[src/rtl/axis_pkg.sv]
// -----------------------------------------------------------------------------
// axis_pkg
// Shared definitions for the AXI-Stream header arbiter slice.
//   axis_state_e : arbiter FSM encoding (IDLE / HDR / DATA)
// -----------------------------------------------------------------------------
package axis_pkg;

   typedef enum logic [1:0] {
      IDLE = 2'd0,
      HDR  = 2'd1,
      DATA = 2'd2
   } axis_state_e;

endpackage

[src/rtl/rr_arbiter.sv]
// -----------------------------------------------------------------------------
// rr_arbiter
// Combinational round-robin pick. Searches req starting at last_grant+1
// (modulo N_REQ) and returns the first requester found.
// Ports:
//   req        : request vector, one bit per requester
//   last_grant : index of the most recently served requester
//   grant      : winning index (0 when no request is present)
//   any_req    : high when at least one request bit is set
// -----------------------------------------------------------------------------
module rr_arbiter
   import axis_pkg::*;
#(
   parameter int N_REQ = 4,
   parameter int IDX_W = $clog2(N_REQ)
) (
   input  logic [N_REQ-1:0] req,
   input  logic [IDX_W-1:0] last_grant,
   output logic [IDX_W-1:0] grant,
   output logic             any_req
);

   logic [IDX_W-1:0] idx;

   // Walk the ring from farthest to nearest so the nearest hit is the last
   // assignment and therefore the winner.
   always_comb begin
      grant   = '0;
      idx     = '0;
      any_req = |req;
      for (int k = N_REQ; k >= 1; k--) begin
         idx = IDX_W'((int'(last_grant) + k) % N_REQ);
         if (req[idx]) begin
            grant = idx;
         end
      end
   end

endmodule

[src/rtl/axi_stream_header_arbiter.sv]
// -----------------------------------------------------------------------------
// axi_stream_header_arbiter
// Round-robin arbiter granting one of N_REQ requesters the header channel and
// then the data channel for a whole packet. Only the FSM state, grant_idx and
// last_grant are registered; the mux path is purely combinational.
//
// Handshake rule (all channels): a transfer happens on a rising clk edge where
// valid and ready are both high. Valid never depends on ready; the arbiter
// forwards the granted requester's valid downstream and the downstream ready
// back to the granted requester only, all other readies stay 0.
//
// Ports:
//   clk, rst_n                                 : clock, async active-low reset
//   s_valid_insert/s_ready_insert              : per-requester header handshake
//   s_header_insert/s_keep_insert              : packed headers / header keeps
//   s_valid_in/s_ready_in/s_last_in            : per-requester data handshake
//   s_data_in/s_keep_in                        : packed data / data keeps
//   m_valid_insert/m_header_insert/m_keep_insert, m_ready_insert : header out
//   m_valid_in/m_data_in/m_keep_in/m_last_in, m_ready_in         : data out
//   grant_idx                                  : current owner
//   busy                                       : high in HDR or DATA
//   state_dbg                                  : FSM state for observation
// -----------------------------------------------------------------------------
module axi_stream_header_arbiter
   import axis_pkg::*;
#(
   parameter int DATA_WD      = 32,
   parameter int DATA_BYTE_WD = DATA_WD / 8,
   parameter int N_REQ        = 4
) (
   input  logic                            clk,
   input  logic                            rst_n,
   input  logic [N_REQ-1:0]                s_valid_insert,
   output logic [N_REQ-1:0]                s_ready_insert,
   input  logic [N_REQ*DATA_WD-1:0]        s_header_insert,
   input  logic [N_REQ*DATA_BYTE_WD-1:0]   s_keep_insert,
   input  logic [N_REQ-1:0]                s_valid_in,
   output logic [N_REQ-1:0]                s_ready_in,
   input  logic [N_REQ-1:0]                s_last_in,
   input  logic [N_REQ*DATA_WD-1:0]        s_data_in,
   input  logic [N_REQ*DATA_BYTE_WD-1:0]   s_keep_in,
   output logic                            m_valid_insert,
   output logic [DATA_WD-1:0]              m_header_insert,
   output logic [DATA_BYTE_WD-1:0]         m_keep_insert,
   input  logic                            m_ready_insert,
   output logic                            m_valid_in,
   output logic [DATA_WD-1:0]              m_data_in,
   output logic [DATA_BYTE_WD-1:0]         m_keep_in,
   output logic                            m_last_in,
   input  logic                            m_ready_in,
   output logic [$clog2(N_REQ)-1:0]        grant_idx,
   output logic                            busy,
   output axis_state_e                     state_dbg
);

   localparam int IDX_W = $clog2(N_REQ);

   axis_state_e      state, state_nxt;
   logic [IDX_W-1:0] grant_nxt;
   logic [IDX_W-1:0] last_grant, last_grant_nxt;
   logic [IDX_W-1:0] arb_grant;
   logic             arb_any;

   // Only headers compete; a requester with data but no header never wins.
   rr_arbiter #(
      .N_REQ (N_REQ),
      .IDX_W (IDX_W)
   ) u_rr (
      .req        (s_valid_insert),
      .last_grant (last_grant),
      .grant      (arb_grant),
      .any_req    (arb_any)
   );

   // Reset value of last_grant makes requester 0 the first one searched.
   always_ff @(posedge clk or negedge rst_n) begin
      if (!rst_n) begin
         state      <= IDLE;
         grant_idx  <= '0;
         last_grant <= IDX_W'(N_REQ - 1);
      end else begin
         state      <= state_nxt;
         grant_idx  <= grant_nxt;
         last_grant <= last_grant_nxt;
      end
   end

   always_comb begin
      state_nxt      = state;
      grant_nxt      = grant_idx;
      last_grant_nxt = last_grant;
      s_ready_insert = '0;
      s_ready_in     = '0;
      m_valid_insert = 1'b0;
      m_valid_in     = 1'b0;
      // Payload fields follow the owner at all times; valids qualify them.
      m_header_insert = s_header_insert[grant_idx*DATA_WD +: DATA_WD];
      m_keep_insert   = s_keep_insert[grant_idx*DATA_BYTE_WD +: DATA_BYTE_WD];
      m_data_in       = s_data_in[grant_idx*DATA_WD +: DATA_WD];
      m_keep_in       = s_keep_in[grant_idx*DATA_BYTE_WD +: DATA_BYTE_WD];
      m_last_in       = s_last_in[grant_idx];

      case (state)
         IDLE: begin
            if (arb_any) begin
               grant_nxt = arb_grant;
               state_nxt = HDR;
            end
         end
         HDR: begin
            m_valid_insert            = s_valid_insert[grant_idx];
            s_ready_insert[grant_idx] = m_ready_insert;
            if (m_valid_insert && m_ready_insert) begin
               state_nxt = DATA;
            end
         end
         DATA: begin
            m_valid_in            = s_valid_in[grant_idx];
            s_ready_in[grant_idx] = m_ready_in;
            if (m_valid_in && m_ready_in && m_last_in) begin
               state_nxt      = IDLE;
               last_grant_nxt = grant_idx;
            end
         end
         default: begin
            state_nxt = IDLE;
         end
      endcase
   end

   assign busy      = (state != IDLE);
   assign state_dbg = state;

endmodule

[config.mk]
export PLATFORM = sky130hd
export DESIGN_NAME = axi_stream_header_arbiter
export DESIGN_NICKNAME = d
export VERILOG_FILES = /design/src/rtl/axis_pkg.sv /design/src/rtl/rr_arbiter.sv /design/src/rtl/axi_stream_header_arbiter.sv
export SDC_FILE = /design/constraint.sdc
export NUM_CORES = 1
export LEC_CHECK = 0
export CORE_AREA = 5 5 151 153
export DETAILED_ROUTE_END_ITERATION = 6
export DIE_AREA = 0 0 156 158
export SYNTH_ARGS = -nofsm -noshare
export SYNTH_HDL_FRONTEND = slang
export SYNTH_SLANG_ARGS = --single-unit
[constraint.sdc]
create_clock -name clk -period 1.73 [get_ports clk]
set_input_delay 0.4325 -clock clk [delete_from_list [all_inputs] [get_ports clk]]
set_output_delay 0.4325 -clock clk [all_outputs]
set_load 0.02 [all_outputs]
# Word-level counts from Yosys, hierarchy flattened
# Cells that the tools add are included.
# totals
n_memories,0
word_cells,62
rom_bits,0
mem_bits_rw,0
register_bits,6
output_inout_bits,88
inputBits,304
latchBits,0
# classes
n_addsub,4
bitwise_logic,2
shift,4
n_eq_ne,5
magnitude_cmp,6
n_mux,28
multipliers,0
n_div,0
reduce_logical,10
# op_table
cell,n
$shiftx A128 B8 Y32,2
$shiftx A16 B5 Y4,2
$lt A2 B3 Y1 const B,5
$bmux W1 S2,7
$mux W2,7
$mux W1,10
$and A4 B4 Y4,2
$mux W4,2
$ne A2 B2 Y1 const B,3
$pmux W2 S3,1
$add A2 B1 Y2 const B,2
$add A2 B2 Y2 const B,2
$logic_and A1 B1 Y1,4
$reduce_and A2 Y1,2
$reduce_or A4 Y1,1
$reduce_and A3 Y1,1
$demux W1 S2,1
$eq A2 B1 Y1 const B,1
$eq A2 B2 Y1 const B,1
$ge A2 B1 Y1 const B,1
$logic_not A2 Y1,1
$reduce_bool A2 Y1,1

# Depth between registers and ports, before layout
# Gate-level depths: netlist (run 1).
# depth
depth_word,7
ltp_mapped,5
mapped_depth_nobuf,4

# By module
# A second synthesis (run 1) with hierarchy kept.
# unflattened
cells_unflattened,142
area_unflattened_um2,2214.6
# modules_own_cells
mod,n_inst,area_per_inst_um2,seq_area_each_um2,cells_per_inst
axi_stream_header_arbiter,1,2123.3,152.6,128
rr_arbiter,1,91.3,0.0,14

# Least setup slack after synthesis (run 1)
# No wires, ideal clock.
# synth_path
path_kind,flip-flop to output port
start,reg grant_idx[0]
end,out m_data_in[18]
required_time_ns,1.297
path_stages_with_launch,5
t_arrival_ns,1.645
n_path_buf,3
path_slack_ns,-0.347
cell_sequence,dfrtp_1 -> buf_6 -> buf_4 -> buf_4 -> mux4_2
# synth_between
elab_chain_cells,1
# synth_lines
item,line_no,rtl
start: declaration,axi_stream_header_arbiter.sv:51,"output logic [$clog2(N_REQ)-1:0] grant_idx,"
start signal: assignment,axi_stream_header_arbiter.sv:83,grant_idx <= grant_nxt;
$shiftx A128 B8 Y32,axi_stream_header_arbiter.sv:99,m_data_in = s_data_in[grant_idx*DATA_WD +: DATA_WD];
end: declaration,axi_stream_header_arbiter.sv:47,"output logic [DATA_WD-1:0] m_data_in,"
# Every way passes these cells.

# Final worst setup path (run 1)
# layout_path
start,reg grant_idx[0]
end,out m_data_in[19]
# Same word-level chain as after synthesis.

==> run_results.csv, run 1 <==
group,metric,value,unit
timing,fmax,448,MHz
cells_and_area,fill_cells,2096,
clocking,cts_tree,"done",
clocking,cts-root-buf,"clkbuf_16",
cells_and_area,nNetsFinal,874,
worst_setup_path,arrival,1.80,ns
worst_setup_path,setup.worst_path.end_class,"output port",
synthesis,ys_top_cells_by_area,"mux4_2 77%, dfrtp_1 4.6%, dfstp_2 2.4%",
global_routing,track_usage,0.132,
cells_and_area,diodes,0,
timing,rsz0062_at_grt,"true",
place,gp_congestion,0.993,
route,drt-initial-drc-count,92,
worst_hold_path,hold_path_class,"in2async",
worst_setup_path,reg2reg_setup_slack,-0.32,ns
clocking,cts_made_buffers,3,
synthesis,yosys.cell_types.count,28,
cells_and_area,layout_common_cells,"302 x clkdlybuf4s50_1, 83 x buf_6, 75 x mux4_2",
global_routing,grt_overflow,0,
timing,slew_viol_final,0,
timing,setup_viol,86,
power,p_leak,0.00280,µW
worst_setup_path,worstSetupPathType,"reg2out",
floorplan,fp.dieW,156,µm
timing,finalHoldViolations,0,
floorplan,io_pins,392,
synthesis,ys_warn_count,0,
route,post-route-drc-count,0,
worst_setup_path,crit_required,1.30,ns
place,place_ws,-0.758,ns
global_routing,antenna_found_initial,0,
route,dr.pass1.iters,4,
timing,worst_slack,-0.500,ns
floorplan,die_height,158,µm
timing,fin_crit_sh,1.29,
synthesis,syn_inst,143,
status,outcome,"finished, violations left",
global_routing,grt_pass1_vias,3980,
cells_and_area,area_growth,233,%
place,io_buffers,391,
cells_and_area,area.sequential,160,µm²
route,routed_via_density,4.12,
power,ir_worst_vdd,0.681,mV
clocking,cts_max_path_buffers,2,
timing,fin_skew,0.00368,ns
power,power_density,1230,nW/µm²
cells_and_area,drive_above_1_share,0.418,
synthesis,synth-seq-cells,6,
worst_setup_path,crit_path_start_kind,"flop",
timing,period_needed,2.23,ns
floorplan,die_area,24600,µm²
synthesis,yosysSeqAreaShare,0.0698,
global_routing,grt_max_degree,39,
synthesis,synth_nets,447,
global_routing,grt_first_pass_wirelength,25.1,mm
clocking,clk_pin_slew_worst_paths,0.04,ns
clocking,htree_levels,1,
cells_and_area,multi_input_area,2050,µm²
job,drv_cap,0,
clocking,clock_sinks,6,
status,violations,"negative setup slack",
cells_and_area,fin_util,0.339,
worst_setup_path,critPathMaxFanout,5,
timing,slew_headroom,0.806,
route,wirelength,18.3,mm
clocking,clk_latency,0.23,ns
floorplan,core,21400,µm²
clocking,holdBufCountCts,0,
route,final_antenna_net_count,0,
floorplan,initial_core_util,0.102,
synthesis,synth_top_area_frac,0.773,
route,wl_per_cell,21.5,µm
route,num_vias,3495,
cells_and_area,final_common_cell,"clkdlybuf4s50_1",
synthesis,netlist_area,2190,µm²
timing,worstMarginPinSlew,0.291,ns
floorplan,num_rows,54,
synthesis,synth.largest_area_cell,"mux4_2",
synthesis,synth.avg_cell_area,15.3,µm²
place,dp_hpwl,15.3,mm
[worst max-delay path, stage by stage, from the launching register on]
cell and delay [ns]:
dfrtp_4 0.52, buf_12 0.14, clkbuf_16 0.15, buf_6 0.11
mux4_2 0.48, buf_6 0.16
[power by group]
part	switching [µW]	leakage, µW	internal (µW)
logic	3530	0.00269	4660
registers	116	0.0000666	225
clock network	87.8	0.0000382	307
total	3730	0.00280	5190
[state kept, by name, summed over array words and instances (netlist names)]
register    cells
state_dbg       2
grant_idx       2
last_grant      2
[cell usage after synthesis]
| cell | count |
|---|---|
| a31oi_1 | 1 |
| o31a_1 | 1 |
| mux2_1 | 2 |
| o31ai_1 | 1 |
| nor2_1 | 8 |
| buf_2 | 8 |
| o21ai_0 | 1 |
| buf_4 | 2 |
| and2_1 | 2 |
| nor3_1 | 2 |
| dfstp_2 | 2 |
| and2_4 | 1 |
| clkbuf_1 | 7 |
| or2_2 | 1 |
| a21o_1 | 1 |
| dfrtp_1 | 4 |
| nand2_1 | 9 |
| a32o_1 | 1 |
| a21oi_1 | 2 |
| nand3_2 | 1 |
| mux4_2 | 75 |
| mux2i_1 | 1 |
| nand2b_1 | 3 |
| buf_6 | 1 |
| inv_1 | 2 |
| o22ai_1 | 1 |
| o21a_1 | 1 |
| nor2b_1 | 2 |
[timing repair]
item,CTS,global route
setup endpoints to repair,91,86
pin swaps,3,8
buffers inserted,9,10
gates resized for setup,452,103
gates cloned,5,1
[cell type report]
type                       count  area share
tap                          280      0.0482
inverter                       2     0.00103
sequential                     6      0.0220
multi-input combinational    117       0.282
clock buffer                   4      0.0108
timing repair buffer         440       0.636
[kinds of logic (layout without fill, tap and decap cells)]
logic type / Yosys count / after routing / share of synthesized area
mux: 78 / 78 / 0.788
simple gates: 29 / 29 / 0.0653
buf+inv: 20 / 446 / 0.0458
compound gates: 10 / 10 / 0.0315
flops: 6 / 6 / 0.0698
[per-layer routing]
metal / vias to the layer above / part of all wire / global-route usage / wire length, µm
met3: 19 / 0.087 / 0.0372 / 1590
met1: 1753 / 0.38 / 0.163 / 6950
li1: 1515 / - / - / -
met5: - / 0 / 0 / 0
met2: 208 / 0.52 / 0.237 / 9520
met4: 0 / 0.011 / 0.0179 / 202
[worst paths after layout]
path / from / endpoint / cells past startpoint
worst max register to register: grant_idx[0] / last_grant[0] / 7
worst min register to register: last_grant[0] / last_grant[0] / 1
min in group clk: last_grant[0] / last_grant[0] / 1
worst max-delay path: grant_idx[0] / m_data_in[19] / 5
worst min-delay path: rst_n / grant_idx[0] / 1
max in group asynchronous: rst_n / last_grant[1] / 1
[through the flow]
| step | power, µW | hold slack [ns] | instances | setup TNS (ns) | area, µm² |
|---|---|---|---|---|---|
| 4_1_cts | 8310 | 0.466 | 845 | -31.33 | 6930 |
| 3_5_place_dp | 7520 | 0.629 | 827 | -49.69 | 6750 |
| 5_1_grt | 9370 | 0.487 | 849 | -35.50 | 7270 |
| 2_1_floorplan | 4040 | 0.137 | 143 | -5.69 | 2270 |
| 6_report | 8930 | 0.450 | 849 | -32.18 | 7270 |
| 3_3_place_gp | 7460 | 0.618 | 827 | -49.17 | 6750 |
(Power assumes the default switching activity.)
==> run 2: changes to the inputs <==
Settings changed: CORE_AREA 5 5 151 153 to 5 5 147 149, DIE_AREA 0 0 156 158 to 0 0 152 154, SYNTH_HIERARCHICAL from default to 1.
==> run_results.csv, run 2 <==
group,metric,value,unit
global_routing,track_usage,0.134,
cells_and_area,layout_common_cells,"302 x clkdlybuf4s50_1, 75 x mux4_2, 48 x buf_6",
route,final_antenna_net_count,0,
cells_and_area,area_growth,218,%
cells_and_area,nNetsFinal,884,
floorplan,die_height,154,µm
route,post-route-drc-count,0,
timing,fin_skew,0.00403,ns
power,p_leak,0.00274,µW
route,num_vias,3556,
synthesis,synth_most_common_cell,"mux4_2",
worst_setup_path,r2r_cells,7,
worst_setup_path,crit_required,1.30,ns
worst_setup_path,crit_path_start_kind,"flop",
clocking,clk_latency,0.23,ns
cells_and_area,fill_cells,2006,
timing,slew_headroom,0.811,
clocking,htree_levels,1,
clocking,clk_pin_slew_worst_paths,0.04,ns
floorplan,io_pins,392,
power,power_density,1250,nW/µm²
synthesis,synth.avg_cell_area,15.6,µm²
place,dp_hpwl,15.2,mm
synthesis,synth_top_family_by_area,"multiplexers",
synthesis,synth-seq-cells,6,
timing,slew_viol_final,0,
global_routing,grt_first_pass_wirelength,24.8,mm
worst_setup_path,arrival,1.77,ns
synthesis,synth_edf_count,0,
timing,finalHoldViolations,0,
timing,holdWs,0.452,ns
cells_and_area,design_area,7040,µm²
clocking,cts_max_path_buffers,2,
synthesis,synth.largest_area_cell,"mux4_2",
job,drv_cap,0,
place,place_area,6790,µm²
synthesis,ys.flop_type,"dfrtp_1",
synthesis,async_flop_share,1.00,
synthesis,yosys.area_share.xor_xnor,0,
worst_setup_path,critPathMaxFanout,13,
place,gp_congestion,0.922,
floorplan,core,20000,µm²
synthesis,yosys-top-cells-count,"75 x mux4_2, 10 x buf_2, 10 x nor2_1",
synthesis,synth-compound-area-share,0.0260,
timing,fmax,454,MHz
synthesis,syn_inst,142,
place,place_ws,-0.810,ns
timing,setup_viol,86,
synthesis,netlist_area,2210,µm²
worst_setup_path,r2r-end,"last_grant[1]",
timing,fin_crit_sh,1.27,
place,io_buffers,391,
clocking,cts_tree,"done",
status,violations,"negative setup slack",
global_routing,grt_overflow,0,
synthesis,yosysSeqAreaShare,0.0689,
synthesis,synth_nets,446,
worst_setup_path,setup.worst_path.end_class,"output port",
synthesis,ys_top_cells_by_area,"mux4_2 76%, dfrtp_1 4.5%, dfstp_2 2.4%",
synthesis,ys_warn_count,6,
power,p_total,8810,µW
timing,period_needed,2.20,ns
global_routing,grt_pass1_vias,4177,
worst_setup_path,worstSetupPathType,"reg2out",
timing,rsz0062_at_grt,"true",
clocking,cts-root-buf,"clkbuf_16",
synthesis,synth_fa_ha_area_frac,0,
synthesis,synth_top_area_frac,0.763,
global_routing,antenna_found_initial,2,
status,outcome,"finished, violations left",
cells_and_area,drive_above_1_share,0.434,
cells_and_area,final_common_cell,"clkdlybuf4s50_1",
floorplan,num_rows,52,
route,dr.pass1.iters,4,
worst_setup_path,reg2reg_setup_slack,-0.24,ns
worst_hold_path,hold_path_class,"in2async",
synthesis,yosys.area_share.simple,0.0678,
floorplan,die_area,23400,µm²
route,routed_via_density,4.19,
synthesis,yosys.cell_types.count,29,
timing,worst_slack,-0.475,ns
floorplan,fp.dieW,152,µm
global_routing,grt_max_degree,36,
power,ir_worst_vdd,0.510,mV
route,drt-initial-drc-count,102,
clocking,cts_made_buffers,3,
cells_and_area,diodes,0,
timing,worstMarginPinSlew,0.283,ns
synthesis,muxShareOfSynthArea,0.788,
clocking,clock_sinks,6,
route,wl_per_cell,20.2,µm
worst_setup_path,r2r_start,"grant_idx[0]",
route,wirelength,17.2,mm
floorplan,initial_core_util,0.111,
-- run 2: changes by cell type after synthesis, sizes merged, moves of 2 or more --
cell and delta:
nand2 -6, and2 -2, buf +2, clkbuf -2
mux2 +2, nand2b +2, nor2 +2
-- run 2: worst max-delay path, stage by stage (launching register included) --
cell,delay [ns]
dfrtp_4,0.49
buf_12,0.17
buf_4,0.14
buf_4,0.12
mux4_2,0.45
buf_6,0.16
-- run 2: worst max-delay path by stage --
stage	from	endpoint
floorplan	grant_idx[0]	m_data_in[10]
global placement	s_valid_in[3]	m_valid_in
detailed placement	s_valid_insert[3]	m_valid_insert
CTS	grant_idx[0]	m_header_insert[2]
global route	grant_idx[0]	m_data_in[29]
finish	grant_idx[0]	m_data_in[29]
-- run 2: power breakdown --
group | leakage (µW) | internal, µW | switching (µW) | total [µW]
clock network | 0.0000382 | 305 | 75.8 | 381
logic | 0.00263 | 4480 | 3620 | 8100
registers | 0.0000659 | 233 | 87.5 | 321
-- run 2: area by class of cell --
type	count	area, µm²	share of cell area
sequential	6	160	0.0227
multi-input combinational	115	2050	0.292
timing repair buffer	451	4400	0.625
clock buffer	4	78.8	0.0112
tap	270	338	0.0480
inverter	3	11.3	0.00160
-- run 2: cells by family after synthesis --
| kind of cell | after synthesis |
|---|---|
| muxes | 80 |
| and+or+nand+nor | 28 |
| buffers and inverters | 21 |
| AOI/OAI and AO/OA | 7 |
| DFF | 6 |
-- run 2: layer usage --
layer  track usage  vias to the layer above  share of wire
met5             0                        -         0.0016
met4        0.0244                        4          0.018
met3        0.0385                       20          0.089
met2         0.268                      256           0.56
met1         0.137                     1738           0.34
li1              -                     1538              -
-- run 2: per-stage QoR --
step                      TNS (ns)  std cells  utilization
after global routing        -35.53        849        0.351
after floorplan              -5.71        142            -
final                       -30.68        849        0.351
after CTS                   -33.28        845        0.339
after global placement      -50.34        824        0.339
after detailed placement    -50.84        824        0.339
-- run 2: what timing repair did --
action / CTS / global route
cloned: 1 / 1
gates resized for setup: 391 / 75
pin swaps: 2 / 1
setup endpoints to repair: 91 / 87
hold buffers: 0 / 0
buffers inserted: 17 / 3
